===== src/rtl/mem_arbiter_if.sv =====
// Bundle of the fetch, load/store and memory-bus signals around mem_arbiter.
// The slave modport is the arbiter's view; master is the requesters/memory side.
interface mem_arbiter_if;
  logic        imem_valid;
  logic [31:0] imem_addr;
  logic        imem_ready;
  logic [31:0] imem_rdata;

  logic        dmem_valid;
  logic [31:0] dmem_addr;
  logic [31:0] dmem_wdata;
  logic [3:0]  dmem_wstrb;
  logic        dmem_ready;
  logic [31:0] dmem_rdata;

  logic        mem_valid;
  logic        mem_instr;
  logic [31:0] mem_addr;
  logic [31:0] mem_wdata;
  logic [3:0]  mem_wstrb;
  logic        mem_ready;
  logic [31:0] mem_rdata;
  logic        mem_error;

  modport slave (
    input  imem_valid, imem_addr,
    input  dmem_valid, dmem_addr, dmem_wdata, dmem_wstrb,
    input  mem_ready, mem_rdata,
    output imem_ready, imem_rdata,
    output dmem_ready, dmem_rdata,
    output mem_valid, mem_instr, mem_addr, mem_wdata, mem_wstrb, mem_error
  );

  modport master (
    output imem_valid, imem_addr,
    output dmem_valid, dmem_addr, dmem_wdata, dmem_wstrb,
    output mem_ready, mem_rdata,
    input  imem_ready, imem_rdata,
    input  dmem_ready, dmem_rdata,
    input  mem_valid, mem_instr, mem_addr, mem_wdata, mem_wstrb, mem_error
  );
endinterface


===== src/rtl/mem_arbiter.sv =====
// Two-requester (fetch/data) arbiter for the single core memory port, data-first with starvation bound.
// Define MEM_ARBITER_TIMEOUT_EN to add a watchdog that aborts a stalled transaction after TIMEOUT cycles.
module mem_arbiter #(
  parameter int unsigned STARVE_MAX = 4,
  parameter int unsigned TIMEOUT    = 256
) (
  input  logic         clock,
  input  logic         reset,
  mem_arbiter_if.slave bus
);

  typedef enum logic [1:0] {IDLE, IBUSY, DBUSY} state_t;

  state_t      state;
  logic [3:0]  starve_cnt;
  logic        instr_q;
  logic [31:0] addr_q;
  logic [31:0] wdata_q;
  logic [3:0]  wstrb_q;
  logic        abort;
  logic        done;
  logic        grant_d;

  if (STARVE_MAX < 1 || STARVE_MAX > 15 || TIMEOUT < 2) begin : g_param_check
    $error("mem_arbiter: STARVE_MAX must be 1..15 and TIMEOUT at least 2");
  end

`ifdef MEM_ARBITER_TIMEOUT_EN
  localparam int unsigned WD_W = ($clog2(TIMEOUT + 1) > 8) ? $clog2(TIMEOUT + 1) : 8;

  logic [WD_W-1:0] wdog;

  // Zeroed while idle so every busy state starts counting from its first cycle.
  always_ff @(posedge clock or posedge reset) begin
    if (reset) begin
      wdog <= '0;
    end else if (state == IDLE) begin
      wdog <= '0;
    end else begin
      wdog <= wdog + WD_W'(1);
    end
  end

  assign abort = (state != IDLE) && !bus.mem_ready && (wdog == WD_W'(TIMEOUT - 1));
`else
  assign abort = 1'b0;
`endif

  assign done    = (state != IDLE) && (bus.mem_ready || abort);
  // Data wins unless fetch is also waiting and has already been passed over STARVE_MAX times.
  assign grant_d = bus.dmem_valid && (!bus.imem_valid || (starve_cnt < 4'(STARVE_MAX)));

  always_ff @(posedge clock or posedge reset) begin
    if (reset) begin
      state      <= IDLE;
      starve_cnt <= '0;
      instr_q    <= 1'b0;
      addr_q     <= '0;
      wdata_q    <= '0;
      wstrb_q    <= '0;
    end else begin
      case (state)
        IDLE: begin
          if (grant_d) begin
            state      <= DBUSY;
            instr_q    <= 1'b0;
            addr_q     <= bus.dmem_addr;
            wdata_q    <= bus.dmem_wdata;
            wstrb_q    <= bus.dmem_wstrb;
            starve_cnt <= bus.imem_valid ? starve_cnt + 4'd1 : '0;
          end else if (bus.imem_valid) begin
            state      <= IBUSY;
            instr_q    <= 1'b1;
            addr_q     <= bus.imem_addr;
            wdata_q    <= '0;
            wstrb_q    <= '0;
            starve_cnt <= '0;
          end
        end
        IBUSY, DBUSY: begin
          if (done) begin
            state <= IDLE;
          end
        end
        default: state <= IDLE;
      endcase
    end
  end

  assign bus.mem_valid = (state != IDLE);
  assign bus.mem_instr = instr_q;
  assign bus.mem_addr  = addr_q;
  assign bus.mem_wdata = wdata_q;
  assign bus.mem_wstrb = wstrb_q;
  assign bus.mem_error = abort;

  // abort implies !mem_ready, so an aborted owner sees zero data.
  assign bus.imem_ready = done && (state == IBUSY);
  assign bus.dmem_ready = done && (state == DBUSY);
  assign bus.imem_rdata = ((state == IBUSY) && bus.mem_ready) ? bus.mem_rdata : '0;
  assign bus.dmem_rdata = ((state == DBUSY) && bus.mem_ready) ? bus.mem_rdata : '0;

endmodule

===== src/flat_wrapper.sv =====
// flat-port wrapper written by rule: the top's interface ports become plain ports
module mem_arbiter_flat 
#(
  parameter int unsigned STARVE_MAX = 4,
  parameter int unsigned TIMEOUT    = 256
)
  (clock, reset, bus_imem_valid, bus_imem_addr, bus_dmem_valid, bus_dmem_addr, bus_dmem_wdata, bus_dmem_wstrb, bus_mem_ready, bus_mem_rdata, bus_imem_ready, bus_imem_rdata, bus_dmem_ready, bus_dmem_rdata, bus_mem_valid, bus_mem_instr, bus_mem_addr, bus_mem_wdata, bus_mem_wstrb, bus_mem_error);
  mem_arbiter_if bus_i ();
  input  logic clock;
  input  logic reset;
  input wire logic [$bits(bus_i.imem_valid)-1:0] bus_imem_valid;
  input wire logic [$bits(bus_i.imem_addr)-1:0] bus_imem_addr;
  input wire logic [$bits(bus_i.dmem_valid)-1:0] bus_dmem_valid;
  input wire logic [$bits(bus_i.dmem_addr)-1:0] bus_dmem_addr;
  input wire logic [$bits(bus_i.dmem_wdata)-1:0] bus_dmem_wdata;
  input wire logic [$bits(bus_i.dmem_wstrb)-1:0] bus_dmem_wstrb;
  input wire logic [$bits(bus_i.mem_ready)-1:0] bus_mem_ready;
  input wire logic [$bits(bus_i.mem_rdata)-1:0] bus_mem_rdata;
  output wire logic [$bits(bus_i.imem_ready)-1:0] bus_imem_ready;
  output wire logic [$bits(bus_i.imem_rdata)-1:0] bus_imem_rdata;
  output wire logic [$bits(bus_i.dmem_ready)-1:0] bus_dmem_ready;
  output wire logic [$bits(bus_i.dmem_rdata)-1:0] bus_dmem_rdata;
  output wire logic [$bits(bus_i.mem_valid)-1:0] bus_mem_valid;
  output wire logic [$bits(bus_i.mem_instr)-1:0] bus_mem_instr;
  output wire logic [$bits(bus_i.mem_addr)-1:0] bus_mem_addr;
  output wire logic [$bits(bus_i.mem_wdata)-1:0] bus_mem_wdata;
  output wire logic [$bits(bus_i.mem_wstrb)-1:0] bus_mem_wstrb;
  output wire logic [$bits(bus_i.mem_error)-1:0] bus_mem_error;
  assign bus_i.imem_valid = bus_imem_valid;
  assign bus_i.imem_addr = bus_imem_addr;
  assign bus_i.dmem_valid = bus_dmem_valid;
  assign bus_i.dmem_addr = bus_dmem_addr;
  assign bus_i.dmem_wdata = bus_dmem_wdata;
  assign bus_i.dmem_wstrb = bus_dmem_wstrb;
  assign bus_i.mem_ready = bus_mem_ready;
  assign bus_i.mem_rdata = bus_mem_rdata;
  assign bus_imem_ready = bus_i.imem_ready;
  assign bus_imem_rdata = bus_i.imem_rdata;
  assign bus_dmem_ready = bus_i.dmem_ready;
  assign bus_dmem_rdata = bus_i.dmem_rdata;
  assign bus_mem_valid = bus_i.mem_valid;
  assign bus_mem_instr = bus_i.mem_instr;
  assign bus_mem_addr = bus_i.mem_addr;
  assign bus_mem_wdata = bus_i.mem_wdata;
  assign bus_mem_wstrb = bus_i.mem_wstrb;
  assign bus_mem_error = bus_i.mem_error;
  mem_arbiter #(.STARVE_MAX(STARVE_MAX), .TIMEOUT(TIMEOUT)) u_core (.clock(clock), .reset(reset), .bus(bus_i));
endmodule

===== config.mk =====
export PLATFORM = sky130hd
export DESIGN_NAME = mem_arbiter_flat
export DESIGN_NICKNAME = d
export VERILOG_FILES = /design/src/rtl/mem_arbiter_if.sv /design/src/rtl/mem_arbiter.sv /design/src/flat_wrapper.sv
export SDC_FILE = /design/constraint.sdc
export NUM_CORES = 1
export LEC_CHECK = 0
export CAP_MARGIN = 10
export CORE_MARGIN = 4
export CORE_UTILIZATION = 30
export DETAILED_ROUTE_END_ITERATION = 12
export PLACE_DENSITY = 0.77
export SKIP_CTS_REPAIR_TIMING = 1
export SLEW_MARGIN = 20
export SYNTH_ARGS = -nofsm -noshare
export SYNTH_HDL_FRONTEND = slang
export SYNTH_SLANG_ARGS = --single-unit

===== constraint.sdc =====
create_clock -name clock -period 2.2 [get_ports clock]
set_input_delay 0.22 -clock clock [delete_from_list [all_inputs] [get_ports clock]]
set_output_delay 0.22 -clock clock [all_outputs]
set_load 0.03 [all_outputs]

==> out/qor.yml, run 1 <==
clock_network:
  cts.htree.levels: 3
  clockRootBuffer: "clkbuf_16"
  clk_pin_slew_ps: 60
  cts_tree: "yes"
  numCtsBuffers: 9
  clock_sinks: 75
  cts_buffer_depth: 2
  clkLatencyLatePin_ps: 330
power_and_ir_drop:
  power_frac_seq_pct: 25.3
  power_density_nw_per_um2: 1430
  power_frac_comb_pct: 57.0
  p_sw_mw: 3.95
  power_mw: 9.48
  leakage_nw: 3.17
  ir_drop_mv: 0.711
  power.clock.fraction_pct: 17.7
  p_int_mw: 5.54
  p_sw_share_pct: 41.6
layout:
  mostFrequentLayoutCells: "clkdlybuf4s50_1 (206), dfrtp_1 (75), buf_4 (68)"
  final_common_cell: "clkdlybuf4s50_1"
  fillers: 946
  final_net_count: 707
  drive_above_1_share_pct: 17.4
  area_growth_pct: 89.9
critical_path:
  crit_fanout: 8
  cp-start-kind: "register"
  worst_setup_path_end_kind: "output pin"
  worstSetupPathType: "reg2out"
  worst_ep_arrival_time_ps: 1800
  cp_data_required_time_ps: 1980
detailed_routing:
  route.antenna.remaining_nets: 0
  drc: 0
  drt_wl_total_mm: 14.3
  routed_via_density: 5.00
  post_drt_wl_per_cell_microns: 20.0
  first_pass_iters: 4
  routed-via-count: 3569
  dr.first_iter.drc_count: 246
synthesis:
  synth_warnings: 0
  ys.flop_type: "dfrtp_1"
  yosysTopAreaCellShare_pct: 53.8
  synth_cell_types: 25
  synth_edf_count: 0
  async_reset_ff_share_pct: 100
  synth-seq-cells: 75
  ys_top_cells_by_area: "dfrtp_1 (54%), and3_1 (12%), a22o_1 (9.0%)"
  yosysTopAreaCell: "dfrtp_1"
  synth_area_sq_um: 3490
  syn-instance-count: 304
  seq_area_frac_synth_pct: 53.8
  synth_nets: 445
  synth_area_per_cell_sq_um: 11.5
timing:
  skew_ps: 12.9
  fin_crit_ps: 2020
  clock.fmax_mhz: 494
  rsz0062_at_grt: "false"
  setup_violations: 0
  report.final.slew_viol_count: 0
  hold_viol_final: 0
  finalSetupTns_ps: 0
  period_share_pct: 92.0
place:
  io_buffer_count: 272
  dp_hpwl_mm: 11.0
  place.gp.congestion: 0.978
global_routing:
  grtUsageTotal_pct: 20.1
  grt_pass1_wl_mm: 20.9
  grt_pass1_vias: 3616
  antenna_found_initial: 2
  overflow: 0
  grt_max_degree: 68
die:
  ios: 274
  die_y_microns: 116
  rows: 39
  start_util_pct: 30.6
  core-area_sq_um: 11400
  dieArea_sq_um: 13400
  die_x_microns: 116
flow_run:
  cap_violations: 0
worst_hold_path:
  min_path_type: "in2async"
run_status:
  outcome: "finished, final reports clean"
==> Yosys cell counts (3+ instances only) <==
cell / number
a221o_1: 30
a22o_1: 36
and2_1: 33
and3_1: 67
buf_2: 9
buf_6: 4
clkbuf_1: 19
dfrtp_1: 75
ha_1: 4
inv_1: 5
nand3_1: 3
o21ai_0: 3
==> routing by layer <==
layer  vias up  global-route usage (%)  routed length, microns
met2       152                    32.8                    6980
met5         -                       0                      34
li1       1671                       -                       -
met3        24                    6.48                    1370
met4         4                    6.57                     331
met1      1718                    25.3                    5570
==> path summary, 6_finish.rpt <==
| check | slack [ps] | to | cells after the start | start |
|---|---|---|---|---|
| setup / recovery | 180 | bus_mem_valid | 4 | u_core.state[0]$_DFFE_PP0P_ |
| hold / removal | 220 | u_core.bus.mem_wstrb[3]$_DFFE_PP0P_ | 2 | reset |
| setup reg to reg | 540 | u_core.bus.mem_addr[26]$_DFFE_PP0P_ | 6 | u_core.state[0]$_DFFE_PP0P_ |
| hold reg to reg | 500 | u_core.bus.mem_wdata[21]$_DFFE_PP0P_ | 1 | u_core.bus.mem_wdata[21]$_DFFE_PP0P_ |
| max in group asynchronous | 1310 | u_core.bus.mem_wdata[2]$_DFFE_PP0P_ | 3 | reset |
| min in group clock | 490 | u_core.bus.mem_wdata[27]$_DFFE_PP0P_ | 2 | bus_dmem_wdata[27] |
==> kinds of logic after synthesis <==
kind of cell               share of synthesized area (%)
and+or+nand+nor                                     19.4
adders and majority gates                           1.43
DFF                                                 53.8
buffers and inverters                               5.38
AOI/OAI and AO/OA                                   19.9
other                                              0.107
==> flip-flops by register name, summed over array words and instances, names as in the netlist <==
register / count
u_core.starve_cnt: 4
u_core.bus.mem_instr: 1
u_core.state: 2
u_core.bus.mem_addr: 32
u_core.bus.mem_wdata: 32
u_core.bus.mem_wstrb: 4
==> critical path, cell delays in order, from the launching register on <==
cell             delay, ps
dfrtp_1                340
inv_1                   80
ha_2                   240
inv_1                  130
clkdlybuf4s50_1        700
==> final cells by class <==
type	count	area, sq um	area share, %
Clock buffer	9	225	3.40
Clock inverter	6	113	1.70
Tap cell	143	179	2.70
Inverter	5	18.8	0.283
Multi-Input combinational cell	191	1440	21.7
Antenna cell	1	2.50	0.0378
Sequential cell	75	1880	28.3
Timing Repair Buffer	284	2770	41.8
==> stage by stage <==
step / hold WS, ps / std cells / setup slack [ps] / util [%] / instance area (sq um)
global placement: 483 / 698 / 255 / 55.0 / 6280
global route: 281 / 713 / 78.3 / 58.0 / 6630
finish: 224 / 714 / 175 / 58.0 / 6630
CTS: 233 / 713 / 53.4 / 58.0 / 6620
detailed placement: 491 / 698 / 216 / 55.0 / 6280
floorplan: 353 / 304 / 70.0 / - / 3490
==> power by group through the flow <==
stage	Clock, mW	Combinational (mW)	Sequential [mW]
2_1_floorplan	0	1.89	3.60
3_3_place_gp	0	5.34	2.39
3_5_place_dp	0	5.44	2.40
4_1_cts	1.73	5.45	2.39
5_1_grt	1.79	5.70	2.47
6_report	1.68	5.41	2.40
Note: power is estimated with default switching activity, not from simulation.
==> run 2, diff against run 1 <==
ABC_AREA = 1   (was unset)
CORE_UTILIZATION = 31   (was 30)
==> run 2 against run 1 <==
Effect of this change: final cell count grew 26%; core utilization grew 0.36 points; synthesized area grew 6.2%; sequential share of layout area shrank 0.53 points.
==> out/qor.yml, run 2 <==
run_status:
  outcome: "finished, final reports clean"  # unchanged
clock_network:
  clk_pin_slew_ps: 60  # about the same
  cts_buffer_depth: 2  # unchanged
  clkLatencyLatePin_ps: 320  # was 330 ps
  clock_sinks: 75  # unchanged
  cts.htree.levels: 3  # unchanged
  numCtsBuffers: 9  # unchanged
  cts_tree: "yes"  # unchanged
  clockRootBuffer: "clkbuf_16"  # unchanged
global_routing:
  overflow: 0  # unchanged
  grt_max_degree: 72  # was 68
  grt_pass1_vias: 4355  # was 3616
  grtUsageTotal_pct: 19.9  # was 20.1%
  grt_pass1_wl_mm: 22.6  # was 20.9 mm
  antenna_found_initial: 0  # was 2
layout:
  final_common_cell: "clkdlybuf4s50_1"  # unchanged
  final_net_count: 895  # was 707
  fillers: 1014  # was 946
  mostFrequentLayoutCells: "clkdlybuf4s50_1 (207), nand2_1 (157), dfrtp_1 (75)"  # was clkdlybuf4s50_1 (206), dfrtp_1 (75), buf_4 (68)
  area_growth_pct: 82.2  # was 89.9%
  drive_above_1_share_pct: 13.1  # was 17.4%
  diodes: 0  # was 1
  fin_area_sq_um: 6750  # was 6630 sq um
timing:
  clock.fmax_mhz: 481  # was 494 MHz
  report.final.slew_viol_count: 0  # unchanged
  skew_ps: 7.26  # was 12.9 ps
  setup_violations: 0  # unchanged
  hold_viol_final: 0  # unchanged
  fin_crit_ps: 2080  # was 2020 ps
  period_share_pct: 94.5  # was 92.0%
  rsz0062_at_grt: "false"  # unchanged
  worstMarginPinSlew_ps: 631
  slew_headroom_pct: 57.9
  finalSetupTns_ps: 0  # unchanged
power_and_ir_drop:
  leakage_nw: 3.35  # was 3.17 nW
  ir_drop_mv: 0.793  # was 0.711 mV
  power_density_nw_per_um2: 1360  # was 1430 nW/um^2
  power_mw: 9.21  # was 9.48 mW
synthesis:
  synth_area_sq_um: 3710  # was 3490 sq um
  synth_warnings: 0  # unchanged
  synth.area.mux_share_pct: 0  # unchanged
  syn-instance-count: 493  # was 304
  synth_area_per_cell_sq_um: 7.52  # was 11.5 sq um
  synth-seq-cells: 75  # unchanged
  seq_area_frac_synth_pct: 50.6  # was 53.8%
  synth.most_common_cell: "nand2_1"  # was dfrtp_1
  async_reset_ff_share_pct: 100  # unchanged
  yosys-top-cells-count: "nand2_1 (158), dfrtp_1 (75), nor2_1 (71)"  # was dfrtp_1 (75), and3_1 (67), a22o_1 (36)
  synth_top_family_by_area: "simple AND/OR/NAND/NOR gates"  # was compound AO/OA/AOI/OAI gates
  synth-xor-area-share_pct: 0  # unchanged
  synth_compound_area_share_pct: 0.844  # was 19.9%
  ys_top_cells_by_area: "dfrtp_1 (51%), nand2_1 (16%), nand3_1 (8.9%)"  # was dfrtp_1 (54%), and3_1 (12%), a22o_1 (9.0%)
  ys.flop_type: "dfrtp_1"  # unchanged
  synth_edf_count: 0  # unchanged
  yosysTopAreaCell: "dfrtp_1"  # unchanged
  yosysTopAreaCellShare_pct: 50.6  # was 53.8%
  synth_fa_ha_area_share_pct: 1.35  # was 1.43%
  synth_nets: 634  # was 445
  yosys.area_share.simple_pct: 38.0  # was 19.4%
  synth_cell_types: 18  # was 25
worst_hold_path:
  min_path_type: "in2async"  # unchanged
place:
  placed_cell_area_sq_um: 6440  # was 6280 sq um
  dp_hpwl_mm: 10.6  # was 11.0 mm
  place.gp.congestion: 0.845  # was 0.978
  io_buffer_count: 272  # unchanged
critical_path:
  cp-start-kind: "register"  # unchanged
  rr_worst_depth: 8  # was 6
  cp_data_required_time_ps: 1980  # about the same
  worst_ep_arrival_time_ps: 1860  # was 1800 ps
  r2r-start: "u_core.state[0]$_DFFE_PP0P_"  # unchanged
  worstSetupPathType: "reg2out"  # unchanged
  rrSetupSlack_ps: 500  # was 540 ps
  worst_setup_path_end_kind: "output pin"  # unchanged
  rr_endpoint: "u_core.bus.mem_addr[9]$_DFFE_PP0P_"  # was u_core.bus.mem_addr[26]$_DFFE_PP0P_
  crit_fanout: 4  # was 8
detailed_routing:
  route.antenna.remaining_nets: 0  # unchanged
  first_pass_iters: 5  # was 4
  drc: 0  # unchanged
  drt_wl_total_mm: 13.9  # was 14.3 mm
  routed-via-count: 4202  # was 3569
  dr.first_iter.drc_count: 326  # was 246
  routed_via_density: 4.66  # was 5.00
  post_drt_wl_per_cell_microns: 15.5  # was 20.0 microns
die:
  start_util_pct: 32.1  # was 30.6%
  die_y_microns: 117  # was 116 microns
  core-area_sq_um: 11600  # was 11400 sq um
  dieArea_sq_um: 13800  # was 13400 sq um
  ios: 274  # unchanged
  rows: 39  # unchanged
  die_x_microns: 117  # was 116 microns
flow_run:
  cap_violations: 0  # unchanged
-- run 2: cell types whose count changed in the layout (fill, tap and decap cells not counted), moves of 36 or more --
| cell | before | now |
|---|---|---|
| nand3_1 | 3 | 66 |
| nand2_1 | 2 | 157 |
| and3_1 | 67 | 0 |
| a22o_1 | 36 | 0 |
| inv_1 | 4 | 42 |
| nor2_1 | 0 | 71 |
-- run 2: through the flow --
| stage | hold slack [ps] | instances | utilization (%) | setup slack [ps] |
|---|---|---|---|---|
| 6_report | 284 | 901 | 58.4 | 121 |
| 5_1_grt | 341 | 901 | 58.4 | 29.6 |
| 4_1_cts | 307 | 901 | 58.4 | 98.3 |
| 3_5_place_dp | 465 | 886 | 55.7 | 343 |
| 3_3_place_gp | 462 | 886 | 55.7 | 346 |
| 2_1_floorplan | 330 | 493 | - | 70.0 |
-- run 2: worst max-delay path, stage by stage (launching register included) --
cell             delay, ps
dfrtp_1                370
inv_1                   70
ha_1                   240
nor2_1                 160
clkdlybuf4s50_1        690
-- run 2: how the worst max path moves through the flow --
stage                                            from  slack (ps)  depth (start not counted)                            endpoint
after floorplan                                 reset          70                          1  u_core.bus.mem_addr[0]$_DFFE_PP0P_
after global placement                  bus_mem_ready         350                          4                      bus_imem_ready
after detailed placement                bus_mem_ready         340                          4                      bus_imem_ready
after CTS                 u_core.state[0]$_DFFE_PP0P_         100                          4                      bus_imem_ready
after global routing      u_core.state[0]$_DFFE_PP0P_          30                          4                      bus_imem_ready
final                     u_core.state[0]$_DFFE_PP0P_         120                          4                      bus_imem_ready
-- run 2: cell families (layout without fill, tap and decap cells) --
| logic type | Yosys count | after routing |
|---|---|---|
| simple gates | 330 | 330 |
| other cells | 1 | 1 |
| compound gates | 4 | 4 |
| flops | 75 | 75 |
| buf+inv | 79 | 344 |
| fa+ha+maj | 4 | 4 |
-- run 2: per-layer routing --
| layer | track usage, % | share of wire [%] | vias up | wire [microns] |
|---|---|---|---|---|
| li1 | - | - | 2073 | - |
| met2 | 35.6 | 50 | 213 | 6950 |
| met1 | 23.1 | 40 | 1900 | 5510 |
| met5 | 0 | 0 | - | 0 |
| met4 | 4.77 | 1.4 | 0 | 201 |
| met3 | 6.64 | 9.2 | 16 | 1290 |
-- run 2: area by class of cell --
type                            count  area, sq um  area share (%)
Multi-Input combinational cell    339         1500            22.2
Clock inverter                      6         90.1            1.33
Inverter                           44          166            2.46
Timing Repair Buffer              285         2720            40.3
Clock buffer                        9          225            3.33
Tap cell                          143          179            2.65
Sequential cell                    75         1880            27.8
-- run 2: where the power goes --
part / switching [mW] / internal (mW) / leakage, nW
sequential: 0.402 / 2.06 / 0.940
combinational: 3.14 / 2.04 / 2.26
clock: 0.573 / 0.991 / 0.152
total: 4.12 / 5.09 / 3.35
==> run 3, diff against run 2 <==
TNS_END_PERCENT = 5   (was unset)
==> results of run 3 <==
Same layout as run 2: the final DEF is identical, and so are final timing and power.
